`config.mk`:
```
export PLATFORM = sky130hd
export DESIGN_NAME = fetch_decode
export DESIGN_NICKNAME = d
export VERILOG_FILES = /design/src/rtl/fetch_decode.sv
export SDC_FILE = /design/constraint.sdc
export NUM_CORES = 1
export LEC_CHECK = 0
export CORE_UTILIZATION = 38
export DETAILED_ROUTE_END_ITERATION = 10
export MAX_ROUTING_LAYER = met4
export PLACE_DENSITY_LB_ADDON = 0.3
export REMOVE_ABC_BUFFERS = 1
export SLEW_MARGIN = 20
export SYNTH_ARGS = -nofsm -noshare
export SYNTH_HDL_FRONTEND = slang
export SYNTH_SLANG_ARGS = --single-unit
```
`constraint.sdc`:
```
create_clock -name clk -period 1.46 [get_ports clk]
set_input_delay 0.292 -clock clk [delete_from_list [all_inputs] [get_ports clk]]
set_output_delay 0.292 -clock clk [all_outputs]
set_load 0.1 [all_outputs]
```
`src/rtl/fetch_decode.sv`:
```
// Fetch/decode stage of the 8-bit core: owns the PC, reads one byte per instruction from a
// synchronous ROM, and presents decoded fields and strobes to execute over valid/ready.
module fetch_decode #(
    parameter int                  PC_WIDTH = 8,
    parameter logic [PC_WIDTH-1:0] RESET_PC = '0
) (
    input  logic                clk,
    input  logic                reset,
    input  logic                run,
    output logic                rom_en,
    output logic [PC_WIDTH-1:0] rom_addr,
    input  logic [7:0]          rom_data,
    output logic [PC_WIDTH-1:0] pc,
    output logic                dec_valid,
    input  logic                dec_ready,
    input  logic                pc_load,
    input  logic [PC_WIDTH-1:0] pc_load_value,
    output logic [1:0]          opcode,
    output logic [1:0]          rs,
    output logic [1:0]          rt,
    output logic [1:0]          rd,
    output logic [1:0]          imm,
    output logic                reg_write,
    output logic                mem_read,
    output logic                mem_write,
    output logic                jump
);

    typedef enum logic [2:0] {
        S_IDLE,
        S_FETCH,
        S_LATCH,
        S_DECODE,
        S_ISSUE
    } state_t;

    state_t              r_state;
    logic [PC_WIDTH-1:0] r_pc;
    logic [7:0]          r_ir;
    logic                r_rom_en;
    logic                r_dec_valid;
    logic                r_reg_write;
    logic                r_mem_read;
    logic                r_mem_write;
    logic                r_jump;

    // Control strobes decoded straight from the ROM byte so they land together with ir.
    logic w_reg_write;
    logic w_mem_read;
    logic w_mem_write;
    logic w_jump;

    always_comb begin
        w_reg_write = 1'b0;
        w_mem_read  = 1'b0;
        w_mem_write = 1'b0;
        w_jump      = 1'b0;
        case (rom_data[7:6])
            2'b00: w_reg_write = 1'b1;
            2'b01: begin
                w_reg_write = 1'b1;
                w_mem_read  = 1'b1;
            end
            2'b10: w_mem_write = 1'b1;
            default: w_jump = 1'b1;
        endcase
    end

    always_ff @(posedge clk or posedge reset) begin
        if (reset) begin
            r_state     <= S_IDLE;
            r_pc        <= RESET_PC;
            r_ir        <= 8'h00;
            r_rom_en    <= 1'b0;
            r_dec_valid <= 1'b0;
            r_reg_write <= 1'b0;
            r_mem_read  <= 1'b0;
            r_mem_write <= 1'b0;
            r_jump      <= 1'b0;
        end else begin
            case (r_state)
                S_IDLE: begin
                    if (run) begin
                        r_state  <= S_FETCH;
                        r_rom_en <= 1'b1;
                    end
                end
                S_FETCH: begin
                    r_rom_en <= 1'b0;
                    r_state  <= S_LATCH;
                end
                S_LATCH: begin
                    r_ir        <= rom_data;
                    r_reg_write <= w_reg_write;
                    r_mem_read  <= w_mem_read;
                    r_mem_write <= w_mem_write;
                    r_jump      <= w_jump;
                    r_pc        <= r_pc + {{(PC_WIDTH-1){1'b0}}, 1'b1};
                    r_state     <= S_DECODE;
                end
                S_DECODE: begin
                    r_dec_valid <= 1'b1;
                    r_state     <= S_ISSUE;
                end
                S_ISSUE: begin
                    // Redirect and run are only honoured on the accepting edge.
                    if (dec_ready) begin
                        r_dec_valid <= 1'b0;
                        if (pc_load) begin
                            r_pc <= pc_load_value;
                        end
                        if (run) begin
                            r_state  <= S_FETCH;
                            r_rom_en <= 1'b1;
                        end else begin
                            r_state <= S_IDLE;
                        end
                    end
                end
                default: begin
                    r_state     <= S_IDLE;
                    r_rom_en    <= 1'b0;
                    r_dec_valid <= 1'b0;
                end
            endcase
        end
    end

    assign pc        = r_pc;
    assign rom_addr  = r_pc;
    assign rom_en    = r_rom_en;
    assign dec_valid = r_dec_valid;
    assign opcode    = r_ir[7:6];
    assign rs        = r_ir[5:4];
    assign rt        = r_ir[3:2];
    assign rd        = r_ir[1:0];
    assign imm       = r_ir[1:0];
    assign reg_write = r_reg_write;
    assign mem_read  = r_mem_read;
    assign mem_write = r_mem_write;
    assign jump      = r_jump;

endmodule

```
---- Word-level counts from Yosys, hierarchy flattened ----
Cells that the tools add are included.
operators by class
  add/sub/neg operators ................... 1
  equal/unequal tests ..................... 9
  mux-type cells .......................... 16
  bitwise gates (word level) .............. 2
  reductions and logical operators ........ 11
operators by type and width
  cell                                                 count
  two-way mux 8 bit                                    2
  case mux 8 bit (2 select lines)                      1
  case mux 3 bit (5 select lines)                      1
  adder 8 x 1 -> 8 bit, second input constant          1
  two-way mux 1 bit                                    8
  equality test 3 x 2 -> 1 bit, second input constant  2
  two-way mux 3 bit                                    2
  != test 2 bit, second input constant                 3
  case mux 1 bit (3 select lines)                      2
  AND reduction 2 bit                                  3
  OR reduction 3 bit                                   2
  OR reduction 2 bit                                   2
  equality test 3 x 1 -> 1 bit, second input constant  1
  equality test 3 bit, second input constant           1
  logical NOT 3 bit                                    1
  AND reduction 3 bit                                  1
  equality test 2 x 1 -> 1 bit, second input constant  1
  equality test 2 bit, second input constant           1
  logical NOT 2 bit                                    1
  NOT 1 bit                                            2
  nonzero test 2 bit                                   1
storage, ports and cells
  register bits after elaboration ......... 25
  input port bits ......................... 21
  output and inout port bits .............. 32
  logic and storage cells ................. 48

---- Longest topological paths before layout ----
Gate-level depths: netlist of the first run.
  depth in word-level cells ............... 4
  mapped depth ............................ 7
  gate-level depth less buffers ........... 5

---- Worst setup path before layout of the first run ----
OpenSTA, ideal clock, no wires.
  path kind ............................... register -> register
  start point ............................. register r_pc[0], in the netlist pc[0]
  end point ............................... register r_pc[6], in the netlist pc[6]
  library setup time ...................... 0.080 ns
  arrival ................................. 1.882 ns
  path slack .............................. -0.502 ns
  cell stages (with the launch flop) ...... 6
  path buffers ............................ 0
  cell sequence ........................... dfrtp_1 -> ha_1 -> and3_1 -> nand3_1 -> a21oi_1 -> a2bb2oi_1
between the ends
  longest elaborated chain between the ends .. 2
ends and longest elaborated chain
  element                          RTL line  RTL
  from (decl)                      38        logic [PC_WIDTH-1:0] r_pc;
  from (signal assigned)           98        r_pc <= r_pc + {{(PC_WIDTH-1){1'b0}}, 1'b1};
  from (signal assigned)           110       r_pc <= pc_load_value;
  adder 8 x 1 -> 8 bit             98
  case mux 8 bit (2 select lines)  81        case (r_state)
No other way between the ends.
A chain may end at the register's enable or synchronous reset.

---- Worst setup path after layout of the first run ----
  start point ............................. register r_state[2]
  end point ............................... register r_pc[0], in the netlist pc[0]
between the ends
  longest elaborated chain between the ends .. 3
  elaborated cells on any way between the ends .. 7
ends and longest elaborated chain
  element                                                              RTL line  RTL
  from (decl)                                                          37        state_t r_state;
  from (signal assigned)                                               71        r_state <= S_IDLE;
  from (signal assigned)                                               84        r_state <= S_FETCH;
  from (signal assigned)                                               90        r_state <= S_LATCH;
  equality test 3 bit or equality test 3 x 2 -> 1 bit (tied branches)  81
  != test 2 bit (no line) or nonzero test 2 bit (tied branches)        -
  AND reduction 3 bit (no line)                                        -
Parallel ways exist; a longest one is shown, timed or not.

==> results of run 1 <==
==> layout make-up <==
type / count / area [um2] / share of cell area, %
Sequential cell: 25 / 629 / 27.9
Clock buffer: 4 / 26.3 / 1.16
Timing Repair Buffer: 66 / 978 / 43.3
Inverter: 1 / 3.75 / 0.166
Multi-Input combinational cell: 81 / 564 / 25.0
Tap cell: 44 / 55.1 / 2.44
==> what timing repair did <==
item                                    CTS  global route
endpoints found under the setup margin    2            18
cloned                                    0             0
setup buffers                             0             1
pin swaps                                 0             1
gates resized for setup                   1            10
==> kinds of logic (layout without fill, tap and decap cells) <==
logic type | Yosys count | after routing | synth area share (%)
adders and majority gates | 1 | 1 | 0.966
buffers and inverters | 17 | 71 | 9.95
AOI/OAI and AO/OA | 34 | 34 | 17.2
DFF | 25 | 25 | 48.3
and+or+nand+nor | 36 | 36 | 15.2
xor gates and xnor gates | 1 | 1 | 0.676
muxes | 9 | 9 | 7.73
==> synthesized netlist by cell type (all sizes together) <==
cell / count
a32o: 1
nor2: 5
a21o: 2
o21ai: 12
nand4b: 1
a21oi: 11
o31ai: 2
mux2i: 1
nand3: 6
dfrtp: 25
a2bb2oi: 3
buf: 15
ha: 1
o22ai: 2
xnor2: 1
mux2: 8
nand2b: 4
clkbuf: 1
a211oi: 1
and3: 2
nand2: 11
and4: 1
nand4: 2
or3b: 1
inv: 1
nand3b: 3
==> layer usage <==
layer / share of wire (%) / up-vias / track usage [%]
met3: 7.2 / 5 / 5.76
met5: 0 / - / -
li1: - / 543 / -
met2: 53 / 54 / 31.6
met1: 38 / 557 / 21.9
met4: 1.3 / 0 / 5.32
==> path summary, 6_finish.rpt <==
check                                 from    endpoint  slack, ps  cells past startpoint
min in group clk                 dec_valid   dec_valid        550                      2
worst min-delay path                 reset     r_ir[5]        180                      2
worst max register to register  r_state[2]       pc[0]          9                      5
worst min register to register   dec_valid   dec_valid        550                      2
worst max-delay path            r_state[2]       pc[0]          9                      5
max in group asynchronous            reset  r_state[1]        890                      3
==> through the flow <==
stage               instance area (um2)  instances  utilization (%)  TNS, ps
finish                             2260        221             71.6        0
global route                       2260        221             71.6     -446
CTS                                2220        220             70.3        0
detailed placement                 2190        216             69.4     -900
global placement                   2190        216             69.4     -466
floorplan                          1170        107                -   -16170
==> worst register-to-register path: stages, from the launching register on <==
cell                       delay, ps
sky130_fd_sc_hd__dfrtp_1         410
sky130_fd_sc_hd__buf_4           160
sky130_fd_sc_hd__nand4b_1        200
sky130_fd_sc_hd__a21o_4          290
sky130_fd_sc_hd__o21ai_0         200
sky130_fd_sc_hd__o21ai_1         100
==> registers in the layout, indices dropped and copies added (netlist names) <==
signal     count
mem_read       1
jump           1
mem_write      1
r_state        3
dec_valid      1
reg_write      1
r_ir           8
pc             8
rom_en         1
==> results_tabular.tex, run 1 <==
\begin{tabular}{lr}
\hline
Metric & Value \\
\hline
\multicolumn{2}{l}{\textbf{Outcome}} \\
\quad Outcome & complete, no violations \\
\multicolumn{2}{l}{\textbf{Placement}} \\
\quad Worst setup slack before clock tree synthesis & -169 ps \\
\quad Port bufs & 52 \\
\quad HPWL Detailed & about 2400 um \\
\quad Gpl congestion & 0.800 \\
\multicolumn{2}{l}{\textbf{GRT}} \\
\quad Initial antenna violation count & 0 \\
\quad Total grt overflow & 0 \\
\quad Pin count of the biggest net entering global routing & 21 \\
\quad GR Util All Layers & 18.9\% \\
\quad Via count of the first global-routing pass & about 1100 \\
\quad Global-route wire length before repair & approximately 4900 um \\
\multicolumn{2}{l}{\textbf{Timing}} \\
\quad Setup repair after global routing missed its margin & yes \\
\quad Max transition margin & approximately four fifths \\
\quad Post-route minimum period & 1450 ps \\
\quad Fmax & just under 700 MHz \\
\quad Min setup slack post-route & 8.58 ps \\
\quad Slew at the pin with the worst max-slew slack & 288 ps \\
\quad Number of setup violations in the final report & 0 \\
\quad Final hold violation count & 0 \\
\quad Fraction of the cycle the final worst path needs & 99.4\% \\
\quad Clk\_skew & 5.68 ps \\
\quad Post-Route Hold Slack & 180 ps \\
\quad Count of pins over their slew limit & 0 \\
\multicolumn{2}{l}{\textbf{Layout}} \\
\quad Count of fill cells added during filler insertion & approximately 230 \\
\quad Commonest cells after routing, fill and taps aside & 34 x sky130\_fd\_sc\_hd\_\_buf\_12, 22 x sky130\_fd\_sc\_hd\_\_dfrtp\_1, 20 x sky130\_fd\_sc\_hd\_\_clkdlybuf4s50\_1, 10 x sky130\_fd\_sc\_hd\_\_buf\_4 \\
\quad Commonest non-fill, non-tap cell in the layout & sky130\_fd\_sc\_hd\_\_buf\_12 \\
\quad Share of post-route cells with drive strength above 1 & slightly below 40\% \\
\quad Area added between synthesis and finish & 74.3\% \\
\quad Net count of the finished layout & 200 \\
\quad Antenna cell count & 0 \\
\multicolumn{2}{l}{\textbf{Clock tree}} \\
\quad Number of hold buffers added after CTS & 0 \\
\quad Largest buffer count on any clock path & 2 \\
\quad Inserted Clock Buffers & 3 \\
\quad Number of H-tree branching levels & 1 \\
\quad Clock slew seen by the registers of the worst setup and hold paths & 130 ps \\
\quad Clk sinks & 25 \\
\quad Insertion delay to the later sink of the worst-skew pair & 320 ps \\
\quad Root buffer cell & sky130\_fd\_sc\_hd\_\_clkbuf\_4 \\
\quad CTS tree & built \\
\multicolumn{2}{l}{\textbf{Worst setup path}} \\
\quad Max stage delay on crit path & 410 ps \\
\quad Cell breakdown of the critical path & buf\_4, nand4b\_1, a21o\_4, o21ai\_0, o21ai\_1 \\
\quad Max Fanout on Critical Path & 6 \\
\quad Family of cells with the greatest summed delay on the critical path & compound AO/OA/AOI/OAI gates \\
\quad Data arrival time of the critical path & 1660 ps \\
\quad Kind of end point of the critical path & register \\
\quad Crit path kind & register to register \\
\quad Crit path max-delay cell type & sky130\_fd\_sc\_hd\_\_dfrtp\_1 \\
\quad Critical path data required time & between 1500 and 2000 ps \\
\quad CP bufs+invs & 1 \\
\quad Critical Path Source Type & register \\
\multicolumn{2}{l}{\textbf{Routing}} \\
\quad Total detailed-routing wirelength & 3160 um \\
\quad Count of antenna-violating nets left after detailed routing & 0 \\
\quad Post-DR wirelength/cell & 14.3 um \\
\quad Detailed Routing Iterations Pass 1 & 4 \\
\quad Average vias per placed instance & 5.24 \\
\quad DRC violations left & 0 \\
\quad Overall via count from detail\_route & around 1200 \\
\quad Initial DRC count & 20 \\
\multicolumn{2}{l}{\textbf{Floorplanning}} \\
\quad CORE AREA & between 3000 and 4000 um2 \\
\quad Die X & 60.4 um \\
\quad DIE HEIGHT & 60.4 um \\
\quad Starting utilization of the core area & roughly two fifths \\
\quad Die Area & roughly 3600 um2 \\
\quad Num rows & 20 \\
\quad Count of pins on the block boundary & 53 \\
\multicolumn{2}{l}{\textbf{Synthesis}} \\
\quad Count of yosys warnings during synthesis & 0 \\
\quad Number of standard cells after synthesis & $\sim$120 \\
\quad Cell area after technology mapping & 1290 um2 \\
\quad Portion of synthesized cell area occupied by the leading cell type & 48.3\% \\
\quad Synthesized area per cell & 10.5 um2 \\
\quad Area leader, netlist & sky130\_fd\_sc\_hd\_\_dfrtp\_1 \\
\quad Post-synthesis sequential area ratio & 48.3\% \\
\quad Post-synthesis sequential element count & 25 \\
\quad Netlist cell types & 36 \\
\quad Ranking of synthesized cells by area & sky130\_fd\_sc\_hd\_\_dfrtp\_1 48\%, sky130\_fd\_sc\_hd\_\_buf\_4 7.0\%, sky130\_fd\_sc\_hd\_\_mux2\_2 5.2\% \\
\multicolumn{2}{l}{\textbf{Hold path}} \\
\quad Class of the tightest hold or removal check & primary input to asynchronous set/reset pin \\
\multicolumn{2}{l}{\textbf{Flow run}} \\
\quad Max-cap viol count & 0 \\
\hline
\end{tabular}
Power of run 1 is not shown: default switching activity piles up to over one toggle a cycle in this logic, so the estimate is an artifact.
==> inputs of run 2 (changes only) <==
--- a/config.mk
+++ b/config.mk
@@ -5,6 +5,7 @@
 export SDC_FILE = /design/constraint.sdc
 export NUM_CORES = 1
 export LEC_CHECK = 0
+export CORE_MARGIN = 1
 export CORE_UTILIZATION = 38
 export DETAILED_ROUTE_END_ITERATION = 10
 export MAX_ROUTING_LAYER = met4
==> results of run 2 <==
Final layout, timing and power as in run 1 (identical DEF).
Power of run 2 is left out for the same reason.
